==> src/rtl/fg_cfg_pkg.sv <==
// Shared constants for the function-generator configuration loader: opcodes,
// FSM state encoding, frame lengths and the default configuration word width.
package fg_cfg_pkg;

    localparam int CONFIG_REG_BITWIDTH_DEFAULT = 64;
    localparam int FRAME_LEN_SHORT             = 8;
    localparam int FRAME_LEN_LONG              = FRAME_LEN_SHORT + CONFIG_REG_BITWIDTH_DEFAULT;

    typedef logic [7:0] opcode_t;

    localparam opcode_t OP_WRITE   = 8'hA1;
    localparam opcode_t OP_STAGE   = 8'hA2;
    localparam opcode_t OP_COMMIT  = 8'hA3;
    localparam opcode_t OP_DISABLE = 8'hB0;
    localparam opcode_t OP_ENABLE  = 8'hB1;
    localparam opcode_t OP_READ    = 8'hC0;

    typedef logic [1:0] fsm_state_t;

    localparam fsm_state_t ST_IDLE     = 2'd0;
    localparam fsm_state_t ST_OPCODE   = 2'd1;
    localparam fsm_state_t ST_PAYLOAD  = 2'd2;
    localparam fsm_state_t ST_WAIT_END = 2'd3;

    function automatic logic op_has_payload(input opcode_t op, input logic readback_en);
        return (op == OP_WRITE) || (op == OP_STAGE) || (readback_en && (op == OP_READ));
    endfunction

    function automatic logic op_is_short(input opcode_t op);
        return (op == OP_COMMIT) || (op == OP_DISABLE) || (op == OP_ENABLE);
    endfunction

endpackage

==> src/rtl/fg_sync_edge.sv <==
// N-stage synchronizer for an asynchronous input with rise/fall pulses
// derived from the synchronized level.
module fg_sync_edge #(
    parameter int   STAGES    = 2,
    parameter logic RESET_VAL = 1'b0
) (
    input  logic clk_i,
    input  logic rstn_i,
    input  logic d_i,
    output logic level_o,
    output logic rise_o,
    output logic fall_o
);

    logic [STAGES-1:0] sync_reg;
    logic              prev_reg;

    always_ff @(posedge clk_i or negedge rstn_i) begin
        if (!rstn_i) begin
            sync_reg <= {STAGES{RESET_VAL}};
            prev_reg <= RESET_VAL;
        end else begin
            sync_reg <= {sync_reg[STAGES-2:0], d_i};
            prev_reg <= sync_reg[STAGES-1];
        end
    end

    assign level_o = sync_reg[STAGES-1];
    assign rise_o  = sync_reg[STAGES-1] & ~prev_reg;
    assign fall_o  = ~sync_reg[STAGES-1] & prev_reg;

endmodule

==> src/rtl/fg_config_loader.sv <==
// SPI (mode 0) configuration loader: shadow/active config word with atomic commit.
// Optional read-back opcode 0xC0 is built when FG_CFG_READBACK_EN is defined.
module fg_config_loader
    import fg_cfg_pkg::*;
#(
    parameter int CONFIG_REG_BITWIDTH = CONFIG_REG_BITWIDTH_DEFAULT,
    parameter int SYNC_STAGES         = 2
) (
    input  logic                           clk_i,
    input  logic                           rstn_i,
    input  logic                           sclk_i,
    input  logic                           cs_n_i,
    input  logic                           mosi_i,
    output logic                           miso_o,
    output logic [CONFIG_REG_BITWIDTH-1:0] CR_bus_o,
    output logic                           outputEnable_o,
    output logic                           configUpdate_o,
    output logic                           frameError_o
);

`ifdef FG_CFG_READBACK_EN
    localparam logic READBACK_EN = 1'b1;
`else
    localparam logic READBACK_EN = 1'b0;
`endif

    localparam int CNT_W    = $clog2(FRAME_LEN_SHORT + CONFIG_REG_BITWIDTH + 2);
    localparam logic [CNT_W-1:0] CNT_SHORT   = CNT_W'(FRAME_LEN_SHORT);
    localparam logic [CNT_W-1:0] CNT_LONG    = CNT_W'(FRAME_LEN_SHORT + CONFIG_REG_BITWIDTH);
    localparam logic [CNT_W-1:0] CNT_LAST_OP = CNT_W'(FRAME_LEN_SHORT - 1);
    localparam logic [CNT_W-1:0] CNT_LAST_PL = CNT_W'(FRAME_LEN_SHORT + CONFIG_REG_BITWIDTH - 1);
    localparam logic [CNT_W-1:0] CNT_MAX     = '1;

    logic sclk_level, sclk_rise, sclk_fall;
    logic cs_level, cs_rise, cs_fall;
    logic [SYNC_STAGES-1:0] mosi_sync_reg;
    logic mosi_sync;

    fg_sync_edge #(.STAGES(SYNC_STAGES), .RESET_VAL(1'b0)) u_sclk_sync (
        .clk_i(clk_i), .rstn_i(rstn_i), .d_i(sclk_i),
        .level_o(sclk_level), .rise_o(sclk_rise), .fall_o(sclk_fall)
    );

    // cs_n idles high, so its synchronizer resets high to avoid a false frame start.
    fg_sync_edge #(.STAGES(SYNC_STAGES), .RESET_VAL(1'b1)) u_cs_sync (
        .clk_i(clk_i), .rstn_i(rstn_i), .d_i(cs_n_i),
        .level_o(cs_level), .rise_o(cs_rise), .fall_o(cs_fall)
    );

    always_ff @(posedge clk_i or negedge rstn_i) begin
        if (!rstn_i) mosi_sync_reg <= '0;
        else         mosi_sync_reg <= {mosi_sync_reg[SYNC_STAGES-2:0], mosi_i};
    end
    assign mosi_sync = mosi_sync_reg[SYNC_STAGES-1];

    fsm_state_t                     state_reg;
    opcode_t                        opcode_reg;
    logic [CNT_W-1:0]               cnt_reg;
    logic [CONFIG_REG_BITWIDTH-1:0] shadow_reg;
    logic [CONFIG_REG_BITWIDTH-1:0] active_reg;
    logic                           oe_reg;
    logic                           update_reg;
    logic                           error_reg;
    opcode_t                        opcode_next;
    logic                           frame_ok;

    assign opcode_next = {opcode_reg[6:0], mosi_sync};
    assign frame_ok    = ((cnt_reg == CNT_SHORT) && op_is_short(opcode_reg)) ||
                         ((cnt_reg == CNT_LONG)  && op_has_payload(opcode_reg, READBACK_EN));

    // cs_n rising has priority over a coincident sclk edge: the frame closes first.
    always_ff @(posedge clk_i or negedge rstn_i) begin
        if (!rstn_i) begin
            state_reg  <= ST_IDLE;
            opcode_reg <= '0;
            cnt_reg    <= '0;
            shadow_reg <= '0;
            active_reg <= '0;
            oe_reg     <= 1'b0;
            update_reg <= 1'b0;
            error_reg  <= 1'b0;
        end else begin
            update_reg <= 1'b0;
            if (cs_rise) begin
                state_reg <= ST_IDLE;
                if (state_reg != ST_IDLE) begin
                    if (frame_ok) begin
                        error_reg <= 1'b0;
                        case (opcode_reg)
                            OP_WRITE, OP_COMMIT: begin
                                active_reg <= shadow_reg;
                                update_reg <= 1'b1;
                            end
                            OP_ENABLE:  oe_reg <= 1'b1;
                            OP_DISABLE: oe_reg <= 1'b0;
                            default: ;
                        endcase
                    end else begin
                        error_reg <= 1'b1;
                    end
                end
            end else begin
                case (state_reg)
                    ST_IDLE: begin
                        if (cs_fall) begin
                            state_reg  <= ST_OPCODE;
                            cnt_reg    <= '0;
                            opcode_reg <= '0;
                        end
                    end
                    ST_OPCODE: begin
                        if (sclk_rise) begin
                            opcode_reg <= opcode_next;
                            cnt_reg    <= cnt_reg + CNT_W'(1);
                            if (cnt_reg == CNT_LAST_OP)
                                state_reg <= op_has_payload(opcode_next, READBACK_EN) ? ST_PAYLOAD : ST_WAIT_END;
                        end
                    end
                    ST_PAYLOAD: begin
                        if (sclk_rise) begin
                            if ((opcode_reg == OP_WRITE) || (opcode_reg == OP_STAGE))
                                shadow_reg <= {shadow_reg[CONFIG_REG_BITWIDTH-2:0], mosi_sync};
                            cnt_reg <= cnt_reg + CNT_W'(1);
                            if (cnt_reg == CNT_LAST_PL)
                                state_reg <= ST_WAIT_END;
                        end
                    end
                    default: begin
                        // Extra clocks push the count past a valid length; saturate so it never wraps back.
                        if (sclk_rise && (cnt_reg != CNT_MAX))
                            cnt_reg <= cnt_reg + CNT_W'(1);
                    end
                endcase
            end
        end
    end

`ifdef FG_CFG_READBACK_EN
    logic [CONFIG_REG_BITWIDTH-1:0] rb_reg;
    logic                           miso_reg;

    // MSB is presented on the falling edge after the opcode so it is valid for the first payload rise.
    always_ff @(posedge clk_i or negedge rstn_i) begin
        if (!rstn_i) begin
            rb_reg   <= '0;
            miso_reg <= 1'b0;
        end else if (cs_rise) begin
            miso_reg <= 1'b0;
        end else if ((state_reg == ST_OPCODE) && sclk_rise && (cnt_reg == CNT_LAST_OP) &&
                     (opcode_next == OP_READ)) begin
            rb_reg <= active_reg;
        end else if ((state_reg == ST_PAYLOAD) && (opcode_reg == OP_READ)) begin
            if (sclk_fall) {miso_reg, rb_reg} <= {rb_reg, 1'b0};
        end else begin
            miso_reg <= 1'b0;
        end
    end
    assign miso_o = miso_reg;
`else
    assign miso_o = 1'b0;
`endif

    logic sync_unused;
    assign sync_unused = &{1'b0, sclk_level, sclk_fall, cs_level};

    assign CR_bus_o       = active_reg;
    assign outputEnable_o = oe_reg;
    assign configUpdate_o = update_reg;
    assign frameError_o   = error_reg;

endmodule

==> config.mk <==
export PLATFORM = sky130hd
export DESIGN_NAME = fg_config_loader
export DESIGN_NICKNAME = d
export VERILOG_FILES = /design/src/rtl/fg_cfg_pkg.sv /design/src/rtl/fg_sync_edge.sv /design/src/rtl/fg_config_loader.sv
export SDC_FILE = /design/constraint.sdc
export NUM_CORES = 1
export LEC_CHECK = 0
export CAP_MARGIN = 5
export CORE_ASPECT_RATIO = 0.9
export CORE_UTILIZATION = 41
export CTS_BUF_LIST = sky130_fd_sc_hd__clkbuf_4 sky130_fd_sc_hd__clkbuf_8
export CTS_CLUSTER_SIZE = 30
export DETAILED_ROUTE_END_ITERATION = 8
export PLACE_DENSITY = 0.6
export SLEW_MARGIN = 10
export SYNTH_ARGS = -nofsm -noshare
export SYNTH_HDL_FRONTEND = slang
export SYNTH_SLANG_ARGS = --single-unit
==> constraint.sdc <==
create_clock -name clk_i -period 3.8 [get_ports clk_i]
set_input_delay 0.57 -clock clk_i [delete_from_list [all_inputs] [get_ports clk_i]]
set_output_delay 0.57 -clock clk_i [all_outputs]
set_load 0.1 [all_outputs]
# --- Yosys cells after proc, flatten, opt, wreduce, memory -nomap -nowiden ---
# Index checks and enable logic that the tools add are counted.
op_classes:
  muxes: 21
  n_div: 0
  bitwise: 7
  add_sub_neg: 1
  magnitude_cmp: 0
  n_eq_ne: 22
  n_shift: 0
  n_reduce_logical: 23
  n_mul: 0
ops:
  columns: ["cell", "count"]
  rows:
  - ["8-bit == test, second input constant", 7]
  - ["7-bit 2-to-1 mux", 3]
  - ["4-bit AND reduction", 5]
  - ["8-bit 2-to-1 mux", 2]
  - ["8-bit one-hot mux with 2 select lines", 1]
  - ["3-bit inequality test, second input constant", 5]
  - ["7-bit == test, second input constant", 2]
  - ["7-bit one-hot mux with 2 select lines", 1]
  - ["2-bit 2-to-1 mux", 6]
  - ["7-bit by 1-bit adder with 7-bit output, second input constant", 1]
  - ["7-bit by 3-bit == test with 1-bit output, second input constant", 1]
  - ["7-bit by 4-bit == test with 1-bit output, second input constant", 1]
  - ["7-bit inequality test, second input constant", 1]
  - ["1-bit 2-to-1 mux", 6]
  - ["2-bit one-hot mux with 3 select lines", 1]
  - ["6-bit AND reduction", 1]
  - ["2-bit nonzero test", 3]
  - ["1-bit logical OR", 5]
  - ["2-bit inequality test, second input constant", 2]
  - ["1-bit inverter", 4]
  - ["4-bit nonzero test", 1]
  - ["2-bit OR reduction", 2]
  - ["1-bit bitwise AND", 3]
  - ["1-bit logical AND", 3]
  - ["other kinds (7)", 7]
word_totals:
  latchBits: 0
  ram_bits: 0
  register_bits: 156
  rom_bits: 0
  in_bits: 5
  memories: 0
  output_inout_bits: 68
  word_cells: 87

# --- Logic depth before layout (Yosys ltp) ---
depth:
  ltp_word: 8
  depth_mapped: 8
  depth_no_buf: 6

# --- Hierarchy ---
# A second synthesis with hierarchy kept.
hier_totals:
  cells_unflattened: 404
  hier_area_um2: 6249.7
modules_own_cells:
  columns: ["module", "seq_area_each_um2", "cells_per_inst", "area_per_inst_um2", "instances"]
  rows:
  - ["fg_config_loader", 3753.6, 394, 6065.8, 1]
  - ["fg_sync_edge at u_cs_sync", 78.8, 5, 93.8, 1]
  - ["fg_sync_edge at u_sclk_sync", 75.1, 5, 90.1, 1]

# --- Worst setup path after synthesis ---
# No wires, ideal clock.
synth_path:
  kind: "reg2reg"
  start: "register u_cs_sync.prev_reg"
  end: "register shadow_reg[59]"
  t_arrival_ns: 2.313
  setup_slack_ns: 1.362
  path_buffers: 2
  setup_ns: 0.125
  path_stages_with_launch: 8
  synth_period_minus_slack_ns: 2.438
  required_ns: 3.675
  cell_sequence: "dfstp_2 inv_1 ha_1 clkbuf_1 or4_4 nor3_4 buf_6 mux2_2"
synth_via:
  elab_chain_len: 4
synth_rtl:
  columns: ["item", "line_no", "source"]
  rows:
  - ["start: declaration", "fg_sync_edge.sv:16", "logic prev_reg;"]
  - ["start signal: assignment", "fg_sync_edge.sv:24", "prev_reg <= sync_reg[STAGES-1];"]
  - ["1-bit inverter", "fg_sync_edge.sv:29", "assign rise_o = sync_reg[STAGES-1] & ~prev_reg;"]
  - ["1-bit bitwise AND", "fg_sync_edge.sv:29", null]
  - ["1-bit inverter (no source line)", null, null]
  - ["4-bit AND reduction (no source line)", null, null]
  - ["end signal: assignment", "fg_config_loader.sv:122", "shadow_reg <= {shadow_reg[CONFIG_REG_BITWIDTH-2:0], mosi_sync};"]
  - ["end: declaration", "fg_config_loader.sv:59", "logic [CONFIG_REG_BITWIDTH-1:0] shadow_reg;"]
# No other way between the ends.
# A chain may end at the register's enable or synchronous reset.

# --- Worst setup path in the final report ---
layout_path:
  start: "register state_reg[0]"
  end: "register active_reg[31] (netlist: CR_bus_o[31])"
layout_via:
  elab_chain_len: 2
layout_rtl:
  columns: ["item", "line_no", "source"]
  rows:
  - ["start: declaration", "fg_config_loader.sv:56", "fsm_state_t state_reg;"]
  - ["start signal: assignment", "fg_config_loader.sv:116", "state_reg <= op_has_payload(opcode_next, READBACK_EN) ? ST_PAYLOAD : ST_WAIT_END;"]
  - ["2-bit nonzero test", "fg_config_loader.sv:86", "if (state_reg != ST_IDLE) begin"]
  - ["4-bit AND reduction (no source line)", null, null]
  - ["end signal: assignment", "fg_config_loader.sv:91", "active_reg <= shadow_reg;"]
  - ["end: declaration", "fg_config_loader.sv:60", "logic [CONFIG_REG_BITWIDTH-1:0] active_reg;"]
# No other way between the ends.

==> impl_metrics.ini <==
[sta]
fin_crit_sh = 0.767
setup_viol = 0
rsz0062_at_grt = false
finalMaxSlewViolations = 0
slew_headroom = 0.302
clock_skew_ps = 9.96
fin_setup_tns_ps = 0
timing.fmax_ghz = 0.343
period_minus_slack_ps = 2910
holdWs_ps = 93.4
hold_viol_final = 0
tightest_slew_ps = 1050

[routing]
routed_wl_mm = 10.8
wl_per_cell_um = 15.3
drt_iter0_markers = 133
ant_nets = 0
vias = 3501
dr.pass1.iters = 4
via_per_inst = 4.93
route.detailed.drc = 0

[layout]
stdcell_area_mm2 = 0.00777
final_util = 0.501
fin_nets = 507
drive_gt1_frac = 0.333
syn_to_final_growth_pct = 18.7
n_fill_cell = 1353
n_antenna_cell = 0

[worst_setup_path]
reg2reg_slack_ps = 890
worstSetupPathType = reg2reg
path_buf_inv = 2
crit_slowest_cell = or3_4
crit_arrival_ps = 3240
crit_fanout = 55
path_delay_family = simple AND/OR/NAND/NOR gates
cp_slowest_stage_delay_ps = 860
cp-start-kind = flop
endpoint_kind = flop
worstPathCellList = inv_1, ha_1, nor4_1, nand4_1, or3_4, buf_4, mux2_4
required_ps = 4130

[clocking]
clock-sinks = 156
cts_tree = done
hold_buffers = 0
insertion_delay_ps = 450
cts_setup_buffers = 0
cts_buffer_depth = 2
clk_pin_slew_ps = 80
cts.repair.resized = 0
clock-root-buffer = clkbuf_8
htree_levels = 4
cts-buffers-inserted = 17

[synthesis]
synth_nets = 435
syn_area_per_cell_um2 = 15.5
ys_types = 52
ys.warnings.count = 0
synthArstFlopShare = 1.00
syn_inst = 423
synth_edf_count = 0
synth-main-ff-cell = dfrtp_1
ys_seq_area_frac = 0.597
synth_seq_cells = 156
syn_area_mm2 = 0.00655

[power_and_ir_drop]
p_leak_nw = 3.84
peakVddDrop_v = 0.000228
powerDensity_mw_per_mm2 = 433
finalPower_mw = 3.36

[global_route]
grtUsageTotal = 0.144
grt_overflow_total = 0
grt_pass1_vias = 3512
grt_pass1_wl_mm = 18.0
grt_max_degree = 71
antenna_found_initial = 0

[outcome]
status = complete, no violations

[floorplan]
coreArea_mm2 = 0.0155
io_pins = 73
die_w_um = 135
fp.dieH_um = 122
dieArea_mm2 = 0.0165
initial_utilization = 0.422
row_count = 43

[hold_path]
hp-class = in2async

[placed_design]
dp_hpwl_mm = 6.86
gp_congestion = 0.809
port_buffers = 71
place_area_mm2 = 0.00738

[job]
maxCapViolCount = 0
## path summary, 6_finish.rpt
| path | startpoint | end | depth (start not counted) |
|---|---|---|---|
| min in group clk_i | u_sclk_sync.sync_reg[0] | u_sclk_sync.sync_reg[1] | 0 |
| max reg2reg | state_reg[0] | CR_bus_o[31] | 7 |
| max | state_reg[0] | CR_bus_o[31] | 7 |
| max in group asynchronous | rstn_i | shadow_reg[57] | 2 |
| min | rstn_i | cnt_reg[4] | 1 |
| min reg2reg | u_sclk_sync.sync_reg[0] | u_sclk_sync.sync_reg[1] | 0 |
## metal layers
metal | global-route usage | routed length (um) | vias up
li1 | - | - | 1657
met1 | 0.195 | 5250 | 1769
met2 | 0.216 | 5060 | 64
met3 | 0.0441 | 396 | 11
met4 | 0.0548 | 127 | 0
met5 | 0 | 0 | -
## per-stage QoR
stage	std cells	worst slack, ps
floorplan	423	1360
global placement	678	977
detailed placement	678	876
CTS	710	855
global route	710	712
finish	710	887
## cells in the mapped netlist, types with 3 or more instances
| library cell | count | area share |
|---|---|---|
| buf_2 | 3 | 0.0023 |
| clkbuf_1 | 4 | 0.0023 |
| buf_6 | 13 | 0.022 |
| a21oi_1 | 5 | 0.0038 |
| dfstp_2 | 3 | 0.012 |
| nand2b_1 | 4 | 0.0038 |
| mux2_4 | 60 | 0.14 |
| and3_1 | 4 | 0.0038 |
| mux2_1 | 9 | 0.015 |
| dfrtp_1 | 153 | 0.58 |
| ha_1 | 7 | 0.013 |
| nor2b_1 | 3 | 0.0029 |
| inv_1 | 12 | 0.0069 |
| o21ai_0 | 11 | 0.0084 |
| nor4_1 | 3 | 0.0029 |
| nand2_1 | 20 | 0.011 |
| mux2_2 | 62 | 0.11 |
## worst register-to-register path: cells and delay by family (launching register included)
kind | cells | cell delay (ps)
multiplexers | 1 | 330
adder cells (fa/ha/maj) | 1 | 450
flip-flops | 1 | 410
AND/OR/NAND/NOR | 3 | 1130
buffers and inverters | 2 | 490
## layout make-up
| type | count | area [um^2] | share of cell area |
|---|---|---|---|
| inverter | 12 | 45.0 | 0.00580 |
| clock buffer | 18 | 248 | 0.0319 |
| multi-input combinational | 233 | 2410 | 0.310 |
| tap | 202 | 253 | 0.0325 |
| timing repair buffer | 75 | 767 | 0.0987 |
| clock inverter | 14 | 144 | 0.0185 |
| sequential | 156 | 3910 | 0.503 |
## cells by family after synthesis
group / synth area share
AOI/OAI and AO/OA: 0.0371
DFF: 0.597
buffers and inverters: 0.0361
muxes: 0.261
and+or+nand+nor: 0.0505
other: 0.000573
xor gates and xnor gates: 0.00402
adders and majority gates: 0.0134
## report_power, final
part | switching, mW | internal [mW] | total [mW] | leakage (nW)
logic | 0.242 | 0.150 | 0.393 | 1.51
registers | 0.0533 | 1.70 | 1.76 | 2.14
clock network | 0.617 | 0.599 | 1.22 | 0.187
## cell usage in the layout, fill, tap and decap left out, types with 3 or more instances in the layout
| cell | instances |
|---|---|
| mux2_4 | 60 |
| ha_1 | 7 |
| nand2_1 | 20 |
| clkbuf_8 | 18 |
| nor2b_1 | 3 |
| clkinvlp_4 | 5 |
| dfrtp_1 | 153 |
| a21oi_1 | 5 |
| clkinv_2 | 4 |
| dfstp_2 | 3 |
| nand2b_1 | 4 |
| mux2_2 | 62 |
| nor4_1 | 3 |
| and3_1 | 4 |
| mux2_1 | 9 |
| inv_1 | 12 |
| clkdlybuf4s50_1 | 70 |
| o21ai_0 | 11 |
(Power assumes the default switching activity.)
